## src/rtl/i2c_slave_pkg.sv

```systemverilog
// Shared definitions for the I2C target: FSM state encoding and byte geometry.
package i2c_slave_pkg;

    localparam int unsigned BitCount = 8;
    // Value of the 3-bit bit counter while the last bit of a byte is being sampled.
    localparam logic [2:0] LastBit = 3'(BitCount - 1);

    typedef enum logic [2:0] {
        StIdle,
        StAddr,
        StAddrAck,
        StWrite,
        StWriteAck,
        StRead,
        StReadAck,
        StWaitStop
    } state_e;

endpackage

```

## src/rtl/i2c_line_sync.sv

```systemverilog
// Synchronizer for one I2C line, with edge detection.
// Ports:
//   clk, reset  system clock, async active-high reset (flops reset to 1 = idle bus)
//   line        raw pad value
//   level       synchronized level
//   rise, fall  one-cycle strobes on synchronized rising / falling edges
module i2c_line_sync #(
    parameter int unsigned SYNC_STAGES = 2
) (
    input  logic clk,
    input  logic reset,
    input  logic line,
    output logic level,
    output logic rise,
    output logic fall
);

    logic [SYNC_STAGES-1:0] sync_q;
    logic                   prev_q;

    always_ff @(posedge clk or posedge reset) begin
        if (reset) begin
            sync_q <= '1;
            prev_q <= 1'b1;
        end else begin
            sync_q[0] <= line;
            for (int unsigned i = 1; i < SYNC_STAGES; i++) begin
                sync_q[i] <= sync_q[i-1];
            end
            prev_q <= sync_q[SYNC_STAGES-1];
        end
    end

    assign level = sync_q[SYNC_STAGES-1];
    assign rise  = level & ~prev_q;
    assign fall  = ~level & prev_q;

endmodule

```

## src/rtl/i2c_slave.sv

```systemverilog
// I2C target (no clock stretching, always ACKs written bytes).
// Ports:
//   clk, reset   system clock, async active-high reset
//   i_scl, i_sda pad values of SCL/SDA
//   o_sda        open-drain control: 1 = release, 0 = pull low
//   i_tx_data    byte returned on reads; latched when o_rd_req pulses
//   o_rd_req     pulse: i_tx_data latched, next byte may be presented
//   o_rx_data    last byte written by the master; o_rx_valid pulses on update
//   o_start      pulse on START / repeated START; o_stop pulse on STOP
//   o_busy       high from address match until STOP or a non-matching START
//   o_rw         R/W bit of the last matched address (1 = master read)
module i2c_slave
    import i2c_slave_pkg::*;
#(
    parameter logic [6:0]  SLAVE_ADDR  = 7'h50,
    parameter int unsigned SYNC_STAGES = 2
) (
    input  logic       clk,
    input  logic       reset,
    input  logic       i_scl,
    input  logic       i_sda,
    output logic       o_sda,
    input  logic [7:0] i_tx_data,
    output logic       o_rd_req,
    output logic [7:0] o_rx_data,
    output logic       o_rx_valid,
    output logic       o_start,
    output logic       o_stop,
    output logic       o_busy,
    output logic       o_rw
);

    logic scl, scl_rise, scl_fall;
    logic sda, sda_rise, sda_fall;
    logic start_det, stop_det;

    state_e     state_q, state_d;
    logic [2:0] bit_cnt_q, bit_cnt_d;
    logic [7:0] shift_q, shift_d;
    // Last bit of the current byte seen; the ACK phase starts at the next SCL fall.
    logic       done_q, done_d;
    logic       sda_q, sda_d;
    logic [7:0] rx_data_q, rx_data_d;
    logic       rw_q, rw_d, busy_q, busy_d;
    logic       start_q, start_d, stop_q, stop_d;
    logic       rx_valid_q, rx_valid_d, rd_req_q, rd_req_d;

    i2c_line_sync #(.SYNC_STAGES(SYNC_STAGES)) u_scl_sync (
        .clk   (clk),
        .reset (reset),
        .line  (i_scl),
        .level (scl),
        .rise  (scl_rise),
        .fall  (scl_fall)
    );

    i2c_line_sync #(.SYNC_STAGES(SYNC_STAGES)) u_sda_sync (
        .clk   (clk),
        .reset (reset),
        .line  (i_sda),
        .level (sda),
        .rise  (sda_rise),
        .fall  (sda_fall)
    );

    assign start_det = sda_fall & scl;
    assign stop_det  = sda_rise & scl;

    always_comb begin
        state_d    = state_q;
        bit_cnt_d  = bit_cnt_q;
        shift_d    = shift_q;
        done_d     = done_q;
        sda_d      = sda_q;
        rx_data_d  = rx_data_q;
        rw_d       = rw_q;
        busy_d     = busy_q;
        start_d    = 1'b0;
        stop_d     = 1'b0;
        rx_valid_d = 1'b0;
        rd_req_d   = 1'b0;

        if (start_det) begin
            // Bus conditions win over any bit handling in the same cycle.
            start_d   = 1'b1;
            state_d   = StAddr;
            bit_cnt_d = '0;
            done_d    = 1'b0;
            sda_d     = 1'b1;
        end else if (stop_det) begin
            stop_d  = 1'b1;
            state_d = StIdle;
            done_d  = 1'b0;
            sda_d   = 1'b1;
            busy_d  = 1'b0;
        end else begin
            case (state_q)
                StAddr: begin
                    if (scl_rise) begin
                        shift_d   = {shift_q[6:0], sda};
                        bit_cnt_d = bit_cnt_q + 3'd1;
                        if (bit_cnt_q == LastBit) begin
                            // shift_q[6:0] already holds the 7 address bits.
                            if (shift_q[6:0] == SLAVE_ADDR) begin
                                rw_d   = sda;
                                busy_d = 1'b1;
                                done_d = 1'b1;
                            end else begin
                                busy_d  = 1'b0;
                                sda_d   = 1'b1;
                                state_d = StWaitStop;
                            end
                        end
                    end else if (scl_fall && done_q) begin
                        done_d  = 1'b0;
                        sda_d   = 1'b0;
                        state_d = StAddrAck;
                    end
                end
                StAddrAck: begin
                    if (scl_fall) begin
                        bit_cnt_d = '0;
                        if (rw_q) begin
                            shift_d  = i_tx_data;
                            rd_req_d = 1'b1;
                            sda_d    = i_tx_data[7];
                            state_d  = StRead;
                        end else begin
                            sda_d   = 1'b1;
                            state_d = StWrite;
                        end
                    end
                end
                StWrite: begin
                    if (scl_rise) begin
                        shift_d   = {shift_q[6:0], sda};
                        bit_cnt_d = bit_cnt_q + 3'd1;
                        if (bit_cnt_q == LastBit) begin
                            rx_data_d  = {shift_q[6:0], sda};
                            rx_valid_d = 1'b1;
                            done_d     = 1'b1;
                        end
                    end else if (scl_fall && done_q) begin
                        done_d  = 1'b0;
                        sda_d   = 1'b0;
                        state_d = StWriteAck;
                    end
                end
                StWriteAck: begin
                    if (scl_fall) begin
                        sda_d   = 1'b1;
                        state_d = StWrite;
                    end
                end
                StRead: begin
                    if (scl_rise) begin
                        bit_cnt_d = bit_cnt_q + 3'd1;
                        if (bit_cnt_q == LastBit) begin
                            done_d = 1'b1;
                        end
                    end else if (scl_fall) begin
                        if (done_q) begin
                            done_d  = 1'b0;
                            sda_d   = 1'b1;
                            state_d = StReadAck;
                        end else begin
                            // MSB went out when the byte was loaded; shift the next one on.
                            shift_d = {shift_q[6:0], 1'b0};
                            sda_d   = shift_q[6];
                        end
                    end
                end
                StReadAck: begin
                    if (scl_rise && sda) begin
                        state_d = StWaitStop;
                    end else if (scl_fall) begin
                        // Only reachable after an ACK rise: the state is entered on a fall.
                        bit_cnt_d = '0;
                        shift_d   = i_tx_data;
                        rd_req_d  = 1'b1;
                        sda_d     = i_tx_data[7];
                        state_d   = StRead;
                    end
                end
                default: begin
                end
            endcase
        end
    end

    always_ff @(posedge clk or posedge reset) begin
        if (reset) begin
            state_q    <= StIdle;
            bit_cnt_q  <= '0;
            shift_q    <= '0;
            done_q     <= 1'b0;
            sda_q      <= 1'b1;
            rx_data_q  <= '0;
            rw_q       <= 1'b0;
            busy_q     <= 1'b0;
            start_q    <= 1'b0;
            stop_q     <= 1'b0;
            rx_valid_q <= 1'b0;
            rd_req_q   <= 1'b0;
        end else begin
            state_q    <= state_d;
            bit_cnt_q  <= bit_cnt_d;
            shift_q    <= shift_d;
            done_q     <= done_d;
            sda_q      <= sda_d;
            rx_data_q  <= rx_data_d;
            rw_q       <= rw_d;
            busy_q     <= busy_d;
            start_q    <= start_d;
            stop_q     <= stop_d;
            rx_valid_q <= rx_valid_d;
            rd_req_q   <= rd_req_d;
        end
    end

    assign o_sda      = sda_q;
    assign o_rx_data  = rx_data_q;
    assign o_rx_valid = rx_valid_q;
    assign o_rd_req   = rd_req_q;
    assign o_start    = start_q;
    assign o_stop     = stop_q;
    assign o_busy     = busy_q;
    assign o_rw       = rw_q;

endmodule
```

## config.mk

```make
export PLATFORM = sky130hd
export DESIGN_NAME = i2c_slave
export DESIGN_NICKNAME = d
export VERILOG_FILES = /design/src/rtl/i2c_slave_pkg.sv /design/src/rtl/i2c_line_sync.sv /design/src/rtl/i2c_slave.sv
export SDC_FILE = /design/constraint.sdc
export NUM_CORES = 1
export LEC_CHECK = 0
export BUFFER_PORTS_ARGS = -buffer_cell sky130_fd_sc_hd__buf_4
export CAP_MARGIN = 25
export CELL_PAD_IN_SITES_DETAIL_PLACEMENT = 0
export CELL_PAD_IN_SITES_GLOBAL_PLACEMENT = 2
export CORE_ASPECT_RATIO = 0.7
export CORE_UTILIZATION = 38
export DETAILED_ROUTE_END_ITERATION = 6
export GPL_ROUTABILITY_DRIVEN = 0
export PLACE_DENSITY = 0.81
export REMOVE_ABC_BUFFERS = 1
export SYNTH_ARGS = -nofsm -noshare
export SYNTH_HDL_FRONTEND = slang
export SYNTH_SLANG_ARGS = --single-unit
```

## constraint.sdc

```tcl
create_clock -name clk -period 5.6 [get_ports clk]
set_input_delay 0.28 -clock clk [delete_from_list [all_inputs] [get_ports clk]]
set_output_delay 0.28 -clock clk [all_outputs]
set_load 0.03 [all_outputs]
```

==> flow_summary.json <==
{
  "setup.worst_path.class": "flop to flop",
  "antenna_found_initial": 0,
  "synth.area.top_cells": "dfrtp_1 (36%), dfstp_2 (9.6%), mux2_2 (8.8%), nand2_1 (6.4%), ha_1 (3.3%)",
  "drive_gt1_frac": 0.279,
  "row_count": 21,
  "critPathMaxFanout": 24,
  "cts_buffer_depth": 2,
  "ys_types": 49,
  "drtAntennaViolNets": 0,
  "synth_top_area_frac": 0.364,
  "setup_viol": 0,
  "skew_ps": 7.69,
  "seqPwrFrac": 0.421,
  "clk_latency_ps": 280,
  "viasPerCell": 5.51,
  "critPathBufInv": 1,
  "vias": 1603,
  "worstPathRequired_ps": 5780,
  "internal_power_mw": 0.575,
  "maxUsedRoutingLayer": "met4",
  "cts_tree": "yes",
  "combinationalPowerShare": 0.398,
  "diodes": 0,
  "regArea_um2": 885,
  "drv_slew": 0,
  "p_leak_nw": 1.03,
  "fmax_ghz": 0.372,
  "drt_wl_total_mm": 4.70,
  "final_nets": 238,
  "fin_ws_ps": 2910,
  "port_buffers": 26,
  "met2_length_mm": 2.12,
  "finalCriticalPeriod_ps": 2690,
  "p_sw_frac": 0.422,
  "start_util": 0.398,
  "clockPowerShare": 0.181,
  "cp.arrival_ps": 2860,
  "fin_area_um2": 2250,
  "io_pins": 27,
  "path_cells": "inv_1, a21oi_1, a221oi_1, a311oi_2, mux2_2",
  "drtPass1Iterations": 4,
  "cap_violations": 0,
  "multiInputGateArea_um2": 950,
  "ctsHoldBuffers": 0,
  "htreeDepth": 2,
  "totalPowerFinal_mw": 0.995,
  "hold_viol": 0,
  "grt_max_degree": 36,
  "slowest_delay_ps": 800,
  "synth_edf_count": 0,
  "syn-cell-area_um2": 1920,
  "slowest_stage": "dfrtp_1",
  "fin_tns_setup_ps": 0,
  "pre_cts_ws_ps": 2970,
  "fillers": 486,
  "routedWlPerCell_um": 16.1,
  "relSlewSlack": 0.487,
  "critPathTopFamily": "compound AO/OA/AOI/OAI gates",
  "syn_inst": 197,
  "status": "finished clean",
  "drc_errors": 0,
  "rsz0062_at_grt": "false",
  "dieHeight_um": 61.5,
  "cp-end-kind": "flop",
  "hp-class": "primary input to flop",
  "synth_ff_type": "dfrtp_1",
  "drtIter0Drc": 141,
  "final_common_cell": "nand2_1",
  "synth_top_area_cell": "dfrtp_1",
  "min_period_over_period": 0.480,
  "coreArea_um2": 4830,
  "tightest_slew_ps": 765,
  "die_area_um2": 5360,
  "yosysSeqAreaShare": 0.460,
  "cts_buffers": 5,
  "cts-resized-gates": 0,
  "synthArstFlopShare": 1.00,
  "fp.dieW_um": 87.1,
  "postCtsSetupRepairBufs": 0,
  "cts_sinks": 35,
  "place_area_um2": 2160,
  "dp_hpwl_mm": 3.39,
  "grt_pass1_vias": 1523,
  "grt-ovfl-total": 0,
  "syn_avg_cell_area_um2": 9.77,
  "p_switching_mw": 0.420,
  "grtUsageTotal": 0.200,
  "cts-root-buf": "clkbuf_8",
  "clkTransAtPathRegs_ps": 80,
  "area_growth_pct": 16.9,
  "wl_met3_um": 349,
  "crit_path_start_kind": "flop",
  "wl_met1_mm": 2.20,
  "final_cell_mix": "nand2_1 (33), dfrtp_1 (28), buf_4 (27), mux2_2 (15)",
  "grt_pass1_wl_mm": 7.90,
  "synth-seq-cells": 35,
  "ys_warn_count": 0,
  "power_density_nw_per_um2": 442,
  "peakVddDrop_mv": 0.180
}
[state kept, by name, indices dropped and copies added, names as in the netlist]
signal             flops
bit_cnt_q              3
done_q                 1
o_busy                 1
o_rd_req               1
o_rw                   1
o_rx_data              8
o_rx_valid             1
o_sda                  1
o_start                1
o_stop                 1
shift_q                7
state_q                3
u_scl_sync.prev_q      1
u_scl_sync.sync_q      2
u_sda_sync.prev_q      1
u_sda_sync.sync_q      2
[area by class of cell]
cell class | count | share of cell area
multi-input cells | 141 | 0.422
inverters | 11 | 0.0184
well taps | 69 | 0.0384
clock inverters | 2 | 0.00556
flip-flops and latches | 35 | 0.393
clock buffers | 6 | 0.0323
repair buffers | 27 | 0.0901
[per-layer routing]
layer / global-route usage / vias up
met5: 0 / -
met4: 0.0310 / 0
met3: 0.0536 / 4
met2: 0.312 / 62
met1: 0.287 / 787
li1: - / 750
[path summary, 6_finish.rpt]
path                                           start                    to  slack (ps)  depth (start not counted)
worst max-delay path                      state_q[0]          bit_cnt_q[0]        2910                          5
worst min-delay path                           i_scl  u_scl_sync.sync_q[0]          90                          1
worst max register to register            state_q[0]          bit_cnt_q[0]        2910                          5
worst min register to register  u_sda_sync.sync_q[0]  u_sda_sync.sync_q[1]         360                          0
max in group asynchronous                      reset                 o_sda        5150                          3
min in group asynchronous                      reset            shift_q[6]         100                          3
[metrics by stage]
| step | cells | util | hold slack [ps] |
|---|---|---|---|
| after detailed placement | 283 | 0.448 | 348 |
| after CTS | 291 | 0.465 | 86.6 |
| after global routing | 291 | 0.465 | 79.3 |
| after global placement | 283 | 0.448 | 346 |
| final | 291 | 0.465 | 95.0 |
| after floorplan | 187 | - | 284 |
[Yosys cell counts, types with 2 or more instances]
| master | n |
|---|---|
| clkbuf_1 | 2 |
| dfstp_2 | 7 |
| or3_1 | 2 |
| nand4_1 | 2 |
| ha_1 | 5 |
| o211ai_1 | 3 |
| buf_2 | 6 |
| o21ai_0 | 11 |
| inv_1 | 11 |
| dfrtp_1 | 28 |
| o31ai_1 | 2 |
| nand2b_1 | 2 |
| nor3_1 | 6 |
| a21oi_1 | 8 |
| mux2i_1 | 3 |
| a21boi_0 | 2 |
| a311oi_1 | 3 |
| a221oi_1 | 2 |
| a211oi_1 | 2 |
| nor2b_1 | 3 |
| mux2_2 | 15 |
| nor2_1 | 10 |
| nand2_1 | 33 |
| nand3_1 | 4 |
[power by group through the flow]
stage | sequential, mW | clock, mW | combinational (mW)
5_1_grt | 0.433 | 0.198 | 0.441
3_3_place_gp | 0.418 | 0 | 0.387
3_5_place_dp | 0.421 | 0 | 0.393
6_report | 0.419 | 0.180 | 0.396
2_1_floorplan | 0.399 | 0 | 0.296
4_1_cts | 0.417 | 0.186 | 0.395
[cell families (layout without fill, tap and decap cells)]
family                     Yosys count  after routing  synth area share
adders and majority gates            6              6            0.0377
buffers and inverters               21             46            0.0468
xor gates and xnor gates             2              2           0.00910
DFF                                 35             35             0.460
and+or+nand+nor                     68             68             0.165
muxes                               18             18             0.103
AOI/OAI and AO/OA                   47             47             0.179
Power figures use the tool's default switching activity.
